File: src/rtl/gb_link_peer_pkg.sv
// Shared constants for the Game Boy link-cable peer: FSM encodings and the idle fill byte.
package gb_link_peer_pkg;

  typedef logic [7:0] link_byte_t;

  localparam logic [1:0] ST_IDLE   = 2'd0;
  localparam logic [1:0] ST_SHIFT  = 2'd1;
  localparam logic [1:0] ST_MSHIFT = 2'd2;

  localparam link_byte_t IDLE_BYTE = 8'hFF;

  // A byte that starts with nothing queued sends all ones, like an idle GB line.
  function automatic link_byte_t next_tx_byte(input logic full, input link_byte_t hold);
    return full ? hold : IDLE_BYTE;
  endfunction

endpackage

File: src/rtl/gb_link_peer_if.sv
// Host-side byte handshake of the link peer; master = host/emulated peripheral, slave = link engine.
interface gb_link_peer_if;
  logic       mode_master;
  logic       start;
  logic [7:0] tx_data;
  logic       tx_valid;
  logic       tx_ready;
  logic [7:0] rx_data;
  logic       rx_valid;
  logic       busy;
  logic       timeout;

  modport master (
    output mode_master, start, tx_data, tx_valid,
    input  tx_ready, rx_data, rx_valid, busy, timeout
  );

  modport slave (
    input  mode_master, start, tx_data, tx_valid,
    output tx_ready, rx_data, rx_valid, busy, timeout
  );
endinterface

File: src/rtl/gb_link_peer_sync.sv
// Two-flop synchroniser for the GB serial clock and data (identical latency), with clock edge pulses.
module gb_link_peer_sync (
  input  logic i_clk,
  input  logic i_rst,
  input  logic i_link_clk,
  input  logic i_link_data,
  output logic o_data,
  output logic o_clk_rise,
  output logic o_clk_fall
);
  logic [1:0] r_meta;
  logic [1:0] r_sync;
  logic       r_clk_prev;

  // Bit 1 carries the clock, bit 0 the data; both lines idle high.
  always_ff @(posedge i_clk) begin
    if (i_rst) begin
      r_meta     <= 2'b11;
      r_sync     <= 2'b11;
      r_clk_prev <= 1'b1;
    end else begin
      r_meta     <= {i_link_clk, i_link_data};
      r_sync     <= r_meta;
      r_clk_prev <= r_sync[1];
    end
  end

  assign o_data     = r_sync[0];
  assign o_clk_rise = r_sync[1] & ~r_clk_prev;
  assign o_clk_fall = ~r_sync[1] & r_clk_prev;
endmodule

File: src/rtl/gb_link_peer.sv
// Game Boy link-cable peer: exchanges one byte MSB-first, following the GB clock (slave) or driving it (master).
module gb_link_peer
  import gb_link_peer_pkg::*;
#(
  parameter int CLK_DIV   = 511,
  parameter int TIMEOUT_W = 16
) (
  input  logic          i_clk,
  input  logic          i_rst,
  gb_link_peer_if.slave host,
  input  logic          i_link_clk_in,
  input  logic          i_link_data_in,
  output logic          o_link_clk_out,
  output logic          o_link_data_out
);
  // state     | meaning
  // ST_IDLE   | no byte in flight; slave waits for a GB falling edge, master for start
  // ST_SHIFT  | slave byte, bits move on synced GB clock edges, idle timer armed
  // ST_MSHIFT | master byte, divider paces the clock we drive to the GB

  localparam int DIV_W = $clog2(CLK_DIV + 1);
  localparam logic [DIV_W-1:0] DIV_MAX  = DIV_W'(CLK_DIV);
  localparam logic [DIV_W-1:0] DIV_HALF = DIV_W'(CLK_DIV / 2 + 1);

  logic [1:0]           r_state;
  link_byte_t           r_hold;
  logic                 r_hold_full;
  link_byte_t           r_sr;
  logic [2:0]           r_cnt;
  logic [DIV_W-1:0]     r_div;
  logic [TIMEOUT_W-1:0] r_idle;
  link_byte_t           r_rx_data;
  logic                 r_rx_valid;
  logic                 r_timeout;
  logic                 r_clk_out;
  logic                 r_data_out;

  logic       w_data_in;
  logic       w_clk_rise;
  logic       w_clk_fall;
  logic       w_load;
  logic       w_slave_start;
  logic       w_master_start;
  logic       w_byte_start;
  logic       w_last_bit;
  link_byte_t w_next_byte;
  link_byte_t w_shifted;

  gb_link_peer_sync u_sync (
    .i_clk       (i_clk),
    .i_rst       (i_rst),
    .i_link_clk  (i_link_clk_in),
    .i_link_data (i_link_data_in),
    .o_data      (w_data_in),
    .o_clk_rise  (w_clk_rise),
    .o_clk_fall  (w_clk_fall)
  );

  assign w_load         = host.tx_valid && !r_hold_full;
  assign w_slave_start  = (r_state == ST_IDLE) && !host.mode_master && w_clk_fall;
  assign w_master_start = (r_state == ST_IDLE) && host.mode_master && host.start;
  assign w_byte_start   = w_slave_start || w_master_start;
  assign w_next_byte    = next_tx_byte(r_hold_full, r_hold);
  assign w_shifted      = {r_sr[6:0], w_data_in};
  assign w_last_bit     = (r_cnt == 3'd7);

  // A write can only land while the hold is empty, so it never races the start-of-byte clear.
  always_ff @(posedge i_clk) begin
    if (i_rst) begin
      r_hold      <= 8'h00;
      r_hold_full <= 1'b0;
    end else if (w_load) begin
      r_hold      <= host.tx_data;
      r_hold_full <= 1'b1;
    end else if (w_byte_start) begin
      r_hold_full <= 1'b0;
    end
  end

  always_ff @(posedge i_clk) begin
    if (i_rst) begin
      r_state    <= ST_IDLE;
      r_sr       <= IDLE_BYTE;
      r_cnt      <= 3'd0;
      r_div      <= '0;
      r_idle     <= '0;
      r_rx_data  <= 8'h00;
      r_rx_valid <= 1'b0;
      r_timeout  <= 1'b0;
      r_clk_out  <= 1'b1;
      r_data_out <= 1'b1;
    end else begin
      r_rx_valid <= 1'b0;
      r_timeout  <= 1'b0;
      case (r_state)
        ST_IDLE: begin
          r_idle <= '0;
          if (w_slave_start) begin
            r_sr       <= w_next_byte;
            r_data_out <= w_next_byte[7];
            r_cnt      <= 3'd0;
            r_state    <= ST_SHIFT;
          end else if (w_master_start) begin
            r_sr    <= w_next_byte;
            r_div   <= DIV_MAX;
            r_cnt   <= 3'd0;
            r_state <= ST_MSHIFT;
          end
        end

        ST_SHIFT: begin
          if (w_clk_rise || w_clk_fall) r_idle <= '0;
          else                          r_idle <= r_idle + TIMEOUT_W'(1);
          if (w_clk_fall) begin
            r_data_out <= r_sr[7];
          end else if (w_clk_rise) begin
            r_sr  <= w_shifted;
            r_cnt <= r_cnt + 3'd1;
            if (w_last_bit) begin
              r_rx_data  <= w_shifted;
              r_rx_valid <= 1'b1;
              r_state    <= ST_IDLE;
            end
          end else if (&r_idle) begin
            // GB stopped clocking mid-byte: drop the partial byte and release the data line.
            r_timeout  <= 1'b1;
            r_cnt      <= 3'd0;
            r_data_out <= 1'b1;
            r_state    <= ST_IDLE;
          end
        end

        ST_MSHIFT: begin
          r_div <= r_div - DIV_W'(1);
          if (r_div == DIV_HALF) begin
            r_clk_out  <= 1'b0;
            r_data_out <= r_sr[7];
          end
          if (r_div == '0) begin
            r_sr      <= w_shifted;
            r_clk_out <= 1'b1;
            r_cnt     <= r_cnt + 3'd1;
            r_div     <= DIV_MAX;
            if (w_last_bit) begin
              r_rx_data  <= w_shifted;
              r_rx_valid <= 1'b1;
              r_state    <= ST_IDLE;
            end
          end
        end

        default: r_state <= ST_IDLE;
      endcase
    end
  end

  assign host.tx_ready   = !r_hold_full;
  assign host.rx_data    = r_rx_data;
  assign host.rx_valid   = r_rx_valid;
  assign host.busy       = (r_state != ST_IDLE);
  assign host.timeout    = r_timeout;
  assign o_link_clk_out  = r_clk_out;
  assign o_link_data_out = r_data_out;
endmodule

File: src/flat_wrapper.sv
// flat-port wrapper written by rule: the top's interface ports become plain ports
module gb_link_peer_flat import gb_link_peer_pkg::*;
#(
  parameter int CLK_DIV   = 511,
  parameter int TIMEOUT_W = 16
)
  (i_clk, i_rst, i_link_clk_in, i_link_data_in, o_link_clk_out, o_link_data_out, host_mode_master, host_start, host_tx_data, host_tx_valid, host_tx_ready, host_rx_data, host_rx_valid, host_busy, host_timeout);
  gb_link_peer_if host_i ();
  input  logic i_clk;
  input  logic i_rst;
  input  logic i_link_clk_in;
  input  logic i_link_data_in;
  output logic o_link_clk_out;
  output logic o_link_data_out;
  input wire logic [$bits(host_i.mode_master)-1:0] host_mode_master;
  input wire logic [$bits(host_i.start)-1:0] host_start;
  input wire logic [$bits(host_i.tx_data)-1:0] host_tx_data;
  input wire logic [$bits(host_i.tx_valid)-1:0] host_tx_valid;
  output wire logic [$bits(host_i.tx_ready)-1:0] host_tx_ready;
  output wire logic [$bits(host_i.rx_data)-1:0] host_rx_data;
  output wire logic [$bits(host_i.rx_valid)-1:0] host_rx_valid;
  output wire logic [$bits(host_i.busy)-1:0] host_busy;
  output wire logic [$bits(host_i.timeout)-1:0] host_timeout;
  assign host_i.mode_master = host_mode_master;
  assign host_i.start = host_start;
  assign host_i.tx_data = host_tx_data;
  assign host_i.tx_valid = host_tx_valid;
  assign host_tx_ready = host_i.tx_ready;
  assign host_rx_data = host_i.rx_data;
  assign host_rx_valid = host_i.rx_valid;
  assign host_busy = host_i.busy;
  assign host_timeout = host_i.timeout;
  gb_link_peer #(.CLK_DIV(CLK_DIV), .TIMEOUT_W(TIMEOUT_W)) u_core (.i_clk(i_clk), .i_rst(i_rst), .host(host_i), .i_link_clk_in(i_link_clk_in), .i_link_data_in(i_link_data_in), .o_link_clk_out(o_link_clk_out), .o_link_data_out(o_link_data_out));
endmodule
File: config.mk
export PLATFORM = sky130hd
export DESIGN_NAME = gb_link_peer_flat
export DESIGN_NICKNAME = d
export VERILOG_FILES = /design/src/rtl/gb_link_peer_pkg.sv /design/src/rtl/gb_link_peer_if.sv /design/src/rtl/gb_link_peer_sync.sv /design/src/rtl/gb_link_peer.sv /design/src/flat_wrapper.sv
export SDC_FILE = /design/constraint.sdc
export NUM_CORES = 1
export LEC_CHECK = 0
export CORE_MARGIN = 2
export CORE_UTILIZATION = 57
export DETAILED_ROUTE_END_ITERATION = 16
export PLACE_DENSITY = 0.82
export SLEW_MARGIN = 20
export SYNTH_ARGS = -nofsm -noshare
export SYNTH_HDL_FRONTEND = slang
export SYNTH_SLANG_ARGS = --single-unit
File: constraint.sdc
create_clock -name i_clk -period 2.25 [get_ports i_clk]
set_input_delay 0.225 -clock i_clk [delete_from_list [all_inputs] [get_ports i_clk]]
set_output_delay 0.225 -clock i_clk [all_outputs]
set_load 0.02 [all_outputs]
======== Word-level counts from Yosys, hierarchy flattened ========
Cells that the tools add are included.
cells by class
  reductions and logical operators ........ 27
  equal/unequal tests ..................... 15
  add/sub/neg operators ................... 3
  bitwise operators ....................... 5
  multiplexer cells ....................... 49
operators by type and width
  operator                 count
  $mux W8                  10
  $pmux W16 S2             1
  $mux W9                  3
  $pmux W8 S3              1
  $mux W3                  6
  $pmux W9 S2              1
  $add A16 B1 Y16 const B  1
  $mux W16                 1
  $pmux W8 S2              1
  $reduce_and A16 Y1       1
  $reduce_and A5 Y1        3
  $mux W1                  14
  $mux W2                  7
  $reduce_bool A2 Y1       6
  $ne A2 B1 Y1 const B     5
  $eq A9 B9 Y1 const B     1
  $logic_not A9 Y1         1
  $ne A3 B1 Y1 const B     3
  $pmux W3 S3              1
  $sub A9 B1 Y9 const B    1
  $reduce_and A4 Y1        2
  $pmux W2 S3              1
  $logic_and A1 B1 Y1      5
  $ne A2 B2 Y1 const B     2
  other kinds (16)         21
word-level totals
  input bits .............................. 15
  output and inout port bits .............. 14
  bits in registers ....................... 64

======== Depth between registers and ports, before layout ========
Gate-level depths: netlist of run 1.
  depth in word-level cells ............... 6
  depth in mapped cells ................... 8
  depth with buffers taken out ............ 6

======== Modules after synthesis ========
Synthesis of run 1 repeated with hierarchy kept, for this count alone.
second synthesis, totals
  cells, all modules ...................... 360
  area total of the unflattened synthesis .. 3,015.4 µm²
by module, submodules not included
  module             times used  cells an instance  area each (µm²)
  gb_link_peer       1           348                2,871.5
  gb_link_peer_sync  1           12                 143.9

======== Worst setup path after synthesis of run 1 ========
Ideal clock, no wire load.
  path type ............................... register to register
  from .................................... register u_core.r_div[0]
  to ...................................... register u_core.r_rx_data[0] (netlist: u_core.host.rx_data[0])
  data arrival time ....................... 1.752 ns
  cell stages (with the launch flop) ...... 8
  data required time ...................... 2.178 ns
  slack ................................... 0.426 ns
  path buffers ............................ 1
  path through ............................ dfxtp_1 inv_1 ha_1 or3b_2 o41ai_1 and3_1 buf_6 mux2i_1
on the way
  word-level cells in the longest chain between the ends .. 3
ends and longest elaborated chain
  item                                RTL line             source
  start: declaration                  gb_link_peer.sv:30   logic [DIV_W-1:0] r_div;
  start signal: assignment            gb_link_peer.sv:134  r_div <= r_div - DIV_W'(1);
  $logic_not A9 Y1                    gb_link_peer.sv:139  if (r_div == '0) begin
  $ne A2 B1 Y1 (no source line)       -
  $reduce_and A4 Y1 (no source line)  -
  end signal: assignment              gb_link_peer.sv:120  r_rx_data <= w_shifted;
  end signal: assignment              gb_link_peer.sv:145  r_rx_data <= w_shifted;
  end: declaration                    gb_link_peer.sv:32   link_byte_t r_rx_data;
Every way passes these cells.
A chain may end at the register's enable or synchronous reset.

======== Final worst setup path of run 1 ========
  from .................................... register u_core.r_div[0]
  to ...................................... register u_core.r_state[1]
on the way
  word-level cells in the longest chain between the ends .. 3
ends and longest elaborated chain
  item                                RTL line             source
  $logic_not A9 Y1                    gb_link_peer.sv:139
  $ne A2 B1 Y1 (no source line)       -
  $reduce_and A4 Y1 (no source line)  -
  end signal: assignment              gb_link_peer.sv:129  r_state <= ST_IDLE;
  end signal: assignment              gb_link_peer.sv:147  r_state <= ST_IDLE;
  end signal: assignment              gb_link_peer.sv:152  default: r_state <= ST_IDLE;
  end: declaration                    gb_link_peer.sv:25   logic [1:0] r_state;
Every way passes these cells.

==> results by group, run 1 <==
Synthesis
  – Mapped Avg Cell Area: 8.63 µm²
  – Post-Synth Adder-Cell Area: 0.0420
  – Synth cell count leaders: 64 x dfxtp_1, 35 x a21oi_1, 34 x nand2_1, 27 x nand2b_1, 24 x nor2_1
  – Largest family of logic cells by synthesized area: simple AND/OR/NAND/NOR gates
  – Synth area leaders: dfxtp_1 39%, mux2i_1 7.0%, a21oi_1 5.3%
  – Synth area leader: dfxtp_1
  – Area of the mapped netlist: 3280 µm²
  – Post-synthesis mux area share: 0.0702
  – Xor/xnor cell area share of the yosys netlist: 0.0134
  – Asr flop ratio synth: 0
  – Top FF cell, synth: dfxtp_1
  – Synth warnings: 0
  – Unique masters post-synth: 54
  – Mapped Cells: 380
  – Register area share after synthesis: 0.391
  – Top-count cell post-synth: dfxtp_1
  – Number of synthesized register bits: 64
  – Post-synth EDFFs: 0
  – Mapped Nets: a little over 400
  – Post-Synth Simple-Gate Area: 0.234
  – Synth top area share: 0.391
  – Synth Area in Compound Gates: 0.185

STA
  – Worst-Margin Slew: 753 ps
  – Rel. slew slack: 0.498
  – Count of final hold-check violations: 0
  – Tmin final: between 2000 and 2500 ps
  – Slew Viols, Final: 0
  – PnR worst setup slack: 207 ps
  – # setup viols final: 0
  – Tcrit/Tclk final: 0.908
  – Post-Route Setup TNS: 0 ps
  – Final hold slack: a little over 400 ps
  – RSZ-0062 raised after global routing: no
  – Skew final: 7.74 ps
  – FMAX: roughly 490 MHz

Finish
  – Post-route cell area: about 3800 µm²
  – Layout Nets: ~430
  – Number of diodes: 0
  – Area delta synth->final: 15.1%
  – Ratio of cells with drive above 1 in the final layout: 0.102
  – Fillers: between 400 and 500

Setup path
  – CP startpoint kind: flop
  – CP Max Fanout: 5
  – CP Capture Type: flop
  – Arrival time at the worst endpoint: about 2300 ps
  – CP Class: flop to flop
  – R2R cell count: 6
  – CP required: around 2500 ps

Routing
  – Wire per inst: between 10 and 15 µm
  – Vias: 2781
  – DRT iter0 DRCs: roughly 170
  – Router iterations before antenna repair: 4
  – Total routed wirelength: 6.87 mm
  – Post-route ant nets: 0
  – Drt drc: 0
  – Vias per inst: approximately 5.8

GRT
  – Largest net degree at the start of global routing: 44
  – Aggregate global-route resource usage: 0.236
  – Global-route wire length before repair: roughly 12 mm
  – Initial antenna violation count: 0
  – Grt ovf: 0
  – Vias in the first global route: approximately 2500

Pwr
  – P per Cell Area: about 930 nW/µm²
  – Tot Pwr: approximately 0.0035 W
  – Maximum vdd drop: 582 µV
  – Lkg Pwr: about 1.4 nW

Clock tree
  – Clock sink total: 64
  – Clock slew at reported path FFs: approximately 70 ps
  – # H-tree levels: 3
  – Cts bufs inserted: 9
  – Number of buffers added for setup after CTS: 0
  – Clock Tree Buf Depth: 2
  – Clk_lat worst skew: 340 ps
  – CTS root buf: clkbuf_8
  – TritonCTS clock tree: built

Place
  – Pre-CTS WS: between 200 and 250 ps
  – GP Congestion: ~0.85
  – PortBufs: 28
  – DP Wirelength: about 4.8 mm
  – Placed cell areas: 3580 µm²

Die
  – Row cnt: 27
  – Die ar.: approximately 6400 µm²
  – Chip height: 79.9 µm
  – Die X: 79.9 µm
  – # IOs: 29
  – Core box area: ~5500 µm²
  – Initial Util: 0.592

Min path
  – Worst hold path cell count: 1
  – Hold Crit Class: flop to flop

Run status
  – Status: finished clean

Flow run
  – Max-Cap Viols: 0
## logic make-up (layout without fill, tap and decap cells)
kind of cell / after synthesis / in the layout
compound gates: 93 / 93
xor+xnor: 5 / 5
fa+ha+maj: 11 / 11
buf+inv: 43 / 73
flops: 64 / 64
mux: 23 / 23
simple gates: 141 / 141
## cell usage in the layout, fill, tap and decap left out, drive strengths merged, types with 8 or more instances in the layout
master         count
o21ai             14
a211oi            11
nand3              9
or2                8
buf               11
clkbuf            13
nand2b            27
a21oi             35
a31oi              9
nor2              24
ha                11
inv               20
nand2             34
clkdlybuf4s50     26
mux2i             23
dfxtp             64
## path summary, 6_finish.rpt
check / slack [ps] / from / endpoint
hold reg to reg: 410 / u_core.u_sync.r_meta[0]$_SDFF_PP1_ / u_core.u_sync.r_sync[0]$_SDFF_PP1_
setup / recovery: 210 / u_core.r_div[0]$_SDFFE_PP0P_ / u_core.r_state[1]$_SDFFE_PP0P_
setup reg to reg: 210 / u_core.r_div[0]$_SDFFE_PP0P_ / u_core.r_state[1]$_SDFFE_PP0P_
hold / removal: 410 / u_core.u_sync.r_meta[0]$_SDFF_PP1_ / u_core.u_sync.r_sync[0]$_SDFF_PP1_
## metrics by stage
step	utilization	std cells
2_1_floorplan	-	380
3_3_place_gp	0.647	467
3_5_place_dp	0.647	467
4_1_cts	0.681	482
5_1_grt	0.681	482
6_report	0.681	482
## final cells by class
cell class / count / area (µm²) / share of cell area
clock inverter: 2 / 12.5 / 0.00331
timing repair buffer: 38 / 349 / 0.0925
multi-input combinational: 273 / 1790 / 0.474
tap: 72 / 90.1 / 0.0239
inverter: 20 / 75.1 / 0.0199
clock buffer: 13 / 179 / 0.0474
sequential: 64 / 1280 / 0.339
## layer usage
metal,part of all wire,vias to the layer above,GRT usage
met1,0.46,1304,0.308
met3,0.040,9,0.0645
li1,-,1408,-
met4,0.015,0,0.0814
met2,0.48,60,0.376
met5,0,-,0
## what timing repair did
action,in CTS,in global routing
setup endpoints to repair,1,0
gates resized for setup,1,0
hold buffers,0,0
## power by group
part           leakage, nW  total [W]  switching [W]  internal (W)
clock               0.0975   0.000941       0.000429      0.000512
sequential           0.522    0.00142       0.000142       0.00128
combinational        0.781    0.00114       0.000644      0.000496
## sequential cells by signal, indices dropped and copies added (netlist names)
| register | count |
|---|---|
| u_core.r_cnt | 3 |
| u_core.u_sync.r_clk_prev | 1 |
| u_core.host.timeout | 1 |
| u_core.r_hold_full | 1 |
| u_core.o_link_data_out | 1 |
| u_core.host.rx_data | 8 |
| u_core.host.rx_valid | 1 |
| u_core.r_sr | 8 |
| u_core.r_hold | 8 |
| u_core.o_link_clk_out | 1 |
| u_core.u_sync.r_meta | 2 |
| u_core.r_div | 9 |
| u_core.u_sync.r_sync | 2 |
| u_core.r_state | 2 |
| u_core.r_idle | 16 |
## worst max-delay path, cell delays in order (launching register included)
cell     delay (ps)
dfxtp_1         350
inv_1            90
ha_1            180
or3b_2          520
o31ai_4         340
o211a_1         260
mux2i_1         230
Note: power is estimated with default switching activity, not from simulation.
==> run 2, diff against run 1 <==
--- a/config.mk
+++ b/config.mk
@@ -6,9 +6,9 @@
 export NUM_CORES = 1
 export LEC_CHECK = 0
 export CORE_MARGIN = 2
-export CORE_UTILIZATION = 57
+export CORE_UTILIZATION = 49
 export DETAILED_ROUTE_END_ITERATION = 16
-export PLACE_DENSITY = 0.82
+export PLACE_DENSITY = 0.72
 export SLEW_MARGIN = 20
 export SYNTH_ARGS = -nofsm -noshare
 export SYNTH_HDL_FRONTEND = slang
==> results by group, run 2 (same netlist as run 1, synthesis figures left out) <==
STA
  – RSZ-0062 raised after global routing: no (unchanged)
  – Tmin final: 2070 ps (was 2040 ps)
  – Post-Route Setup TNS: 0 ps (unchanged)
  – Skew final: 5.95 ps (was 7.74 ps)
  – Rel. slew slack: 0.596 (was 0.498)
  – # setup viols final: 0 (unchanged)
  – FMAX: 482 MHz (was 490 MHz)
  – Worst-Margin Slew: 606 ps (was 753 ps)
  – PnR worst setup slack: 176 ps (was 207 ps)
  – Tcrit/Tclk final: 0.922 (was 0.908)
  – Slew Viols, Final: 0 (unchanged)
  – Count of final hold-check violations: 0 (unchanged)

Finish
  – Fillers: 589 (was 455)
  – Final std cells w/o fill: 488 (was 482)
  – Ratio of cells with drive above 1 in the final layout: 0.107 (was 0.102)
  – Commonest cells after routing, fill and taps aside: 64 x dfxtp_1, 35 x a21oi_1, 34 x nand2_1, 27 x nand2b_1, 26 x clkdlybuf4s50_1 (unchanged)
  – Layout Nets: 432 (unchanged)
  – Most common cell after layout, fill and taps aside: dfxtp_1 (unchanged)
  – Largest register FFs: 16 (unchanged)
  – Largest regs: u_core.r_idle x16, u_core.r_div x9 (unchanged)
  – Reg with most FFs: u_core.r_idle (unchanged)
  – Area delta synth->final: 15.5% (was 15.1%)
  – Number of diodes: 0 (unchanged)

Place
  – GP Congestion: 0.842 (was 0.854)
  – Dpl cells: 472 (was 467)
  – DP Wirelength: 4.86 mm (was 4.77 mm)
  – Pre-CTS WS: 160 ps (was 222 ps)
  – PortBufs: 28 (unchanged)

GRT
  – Initial antenna violation count: 0 (unchanged)
  – Largest net degree at the start of global routing: 48 (was 44)
  – Vias in the first global route: 2725 (was 2523)
  – Grt ovf: 0 (unchanged)
  – Aggregate global-route resource usage: 0.207 (was 0.236)
  – Global-route wire length before repair: 12.2 mm (was 11.8 mm)

Setup path
  – Crit path buffers/inverters: 2 (was 1)
  – CP Max Fanout: 8 (was 5)
  – CP peak stage delay: 530 ps (was 520 ps)
  – CP top delay family: simple AND/OR/NAND/NOR gates (was compound AO/OA/AOI/OAI gates)
  – CP Capture Type: flop (unchanged)
  – Critical-path cell list: inv_1 -> ha_1 -> or3b_2 -> o41ai_2 -> and3_1 -> buf_4 -> mux2i_1 (was inv_1 -> ha_1 -> or3b_2 -> o31ai_4 -> o211a_1 -> mux2i_1)
  – CP required: 2530 ps (was 2510 ps)
  – CP max-delay cell: or3b_2 (unchanged)
  – CP Class: flop to flop (unchanged)
  – CP startpoint kind: flop (unchanged)
  – Arrival time at the worst endpoint: 2350 ps (was 2300 ps)

Die
  – Initial Util: 0.511 (was 0.592)
  – Chip height: 85.8 µm (was 79.9 µm)
  – # IOs: 29 (unchanged)
  – Row cnt: 29 (was 27)
  – Core box area: 6420 µm² (was 5540 µm²)
  – Die X: 85.8 µm (was 79.9 µm)
  – Die ar.: 7360 µm² (was 6380 µm²)

Clock tree
  – Clk_lat worst skew: 350 ps (was 340 ps)
  – Clock slew at reported path FFs: 80 ps (was 70 ps)
  – CTS root buf: clkbuf_8 (unchanged)
  – TritonCTS clock tree: built (unchanged)
  – Cts bufs inserted: 9 (unchanged)
  – Clock Tree Buf Depth: 2 (unchanged)
  – CTS Hold Bufs: 0 (unchanged)
  – # H-tree levels: 3 (unchanged)
  – Clock sink total: 64 (unchanged)

Routing
  – DRT iter0 DRCs: 156 (was 174)
  – Vias per inst: 5.77 (about the same)
  – Total routed wirelength: 6.96 mm (was 6.87 mm)
  – Vias: 2815 (was 2781)
  – Router iterations before antenna repair: 4 (unchanged)
  – Drt drc: 0 (unchanged)
  – Wire per inst: 14.3 µm (about the same)
  – Post-route ant nets: 0 (unchanged)

Run status
  – Status: finished clean (unchanged)

Pwr
  – P per Cell Area: 919 nW/µm² (was 927 nW/µm²)
  – Tot Pwr: 0.00348 W (was 0.00350 W)
  – Maximum vdd drop: 559 µV (was 582 µV)
  – Lkg Pwr: 1.40 nW (about the same)

Flow run
  – Max-Cap Viols: 0 (unchanged)

Min path
  – Hold Crit Class: primary input to flop (was flop to flop)
-- run 2: what timing repair did --
action,in CTS,in global routing
gates resized for setup,1,1
setup buffers,0,0
setup endpoints to repair,1,2
-- run 2: cell type report --
class	count	area, µm²	share of cell area
Multi-Input combinational cell	273	1800	0.474
Clock inverter	7	55.1	0.0145
Sequential cell	64	1280	0.338
Inverter	20	75.1	0.0198
Tap cell	77	96.3	0.0254
Timing Repair Buffer	38	362	0.0954
Clock buffer	9	124	0.0327
-- run 2: through the flow --
stage          hold WS, ps   util  cell area, µm²
6_report               402  0.590            3790
5_1_grt                413  0.590            3790
4_1_cts                397  0.589            3780
3_5_place_dp           407  0.561            3600
3_3_place_gp           397  0.561            3600
2_1_floorplan          329      -            3280
-- run 2: report_power, final --
group,switching (W),internal [W],leakage (nW),total (W)
sequential,0.000148,0.00127,0.522,0.00142
combinational,0.000653,0.000511,0.791,0.00116
clock,0.000488,0.000408,0.0862,0.000895
-- run 2: path summary, 6_finish.rpt --
| path | slack [ps] | depth (start not counted) | start | to |
|---|---|---|---|---|
| worst max register to register | 180 | 7 | u_core.r_div[0]$_SDFFE_PP0P_ | u_core.host.rx_data[0]$_SDFFE_PP0P_ |
| worst max-delay path | 180 | 7 | u_core.r_div[0]$_SDFFE_PP0P_ | u_core.host.rx_data[0]$_SDFFE_PP0P_ |
| worst min register to register | 420 | 1 | u_core.u_sync.r_meta[0]$_SDFF_PP1_ | u_core.u_sync.r_sync[0]$_SDFF_PP1_ |
| worst min-delay path | 400 | 2 | i_rst | u_core.r_idle[2]$_SDFFE_PP0P_ |
-- run 2: metal layers --
layer  wire [µm]  vias up  track usage
li1            -     1408            -
met1        3160     1313        0.253
met2        3390       82        0.339
met3         313       12       0.0683
met4         103        0       0.0808
met5           0        -            0
==> run 3, diff against run 2 <==
--- a/config.mk
+++ b/config.mk
@@ -8,6 +8,7 @@
 export CORE_MARGIN = 2
 export CORE_UTILIZATION = 49
 export DETAILED_ROUTE_END_ITERATION = 16
+export HOLD_SLACK_MARGIN = 0.12
 export PLACE_DENSITY = 0.72
 export SLEW_MARGIN = 20
 export SYNTH_ARGS = -nofsm -noshare
==> results of run 3 <==
Same layout as run 2: the final DEF is identical, and so are final timing and power.
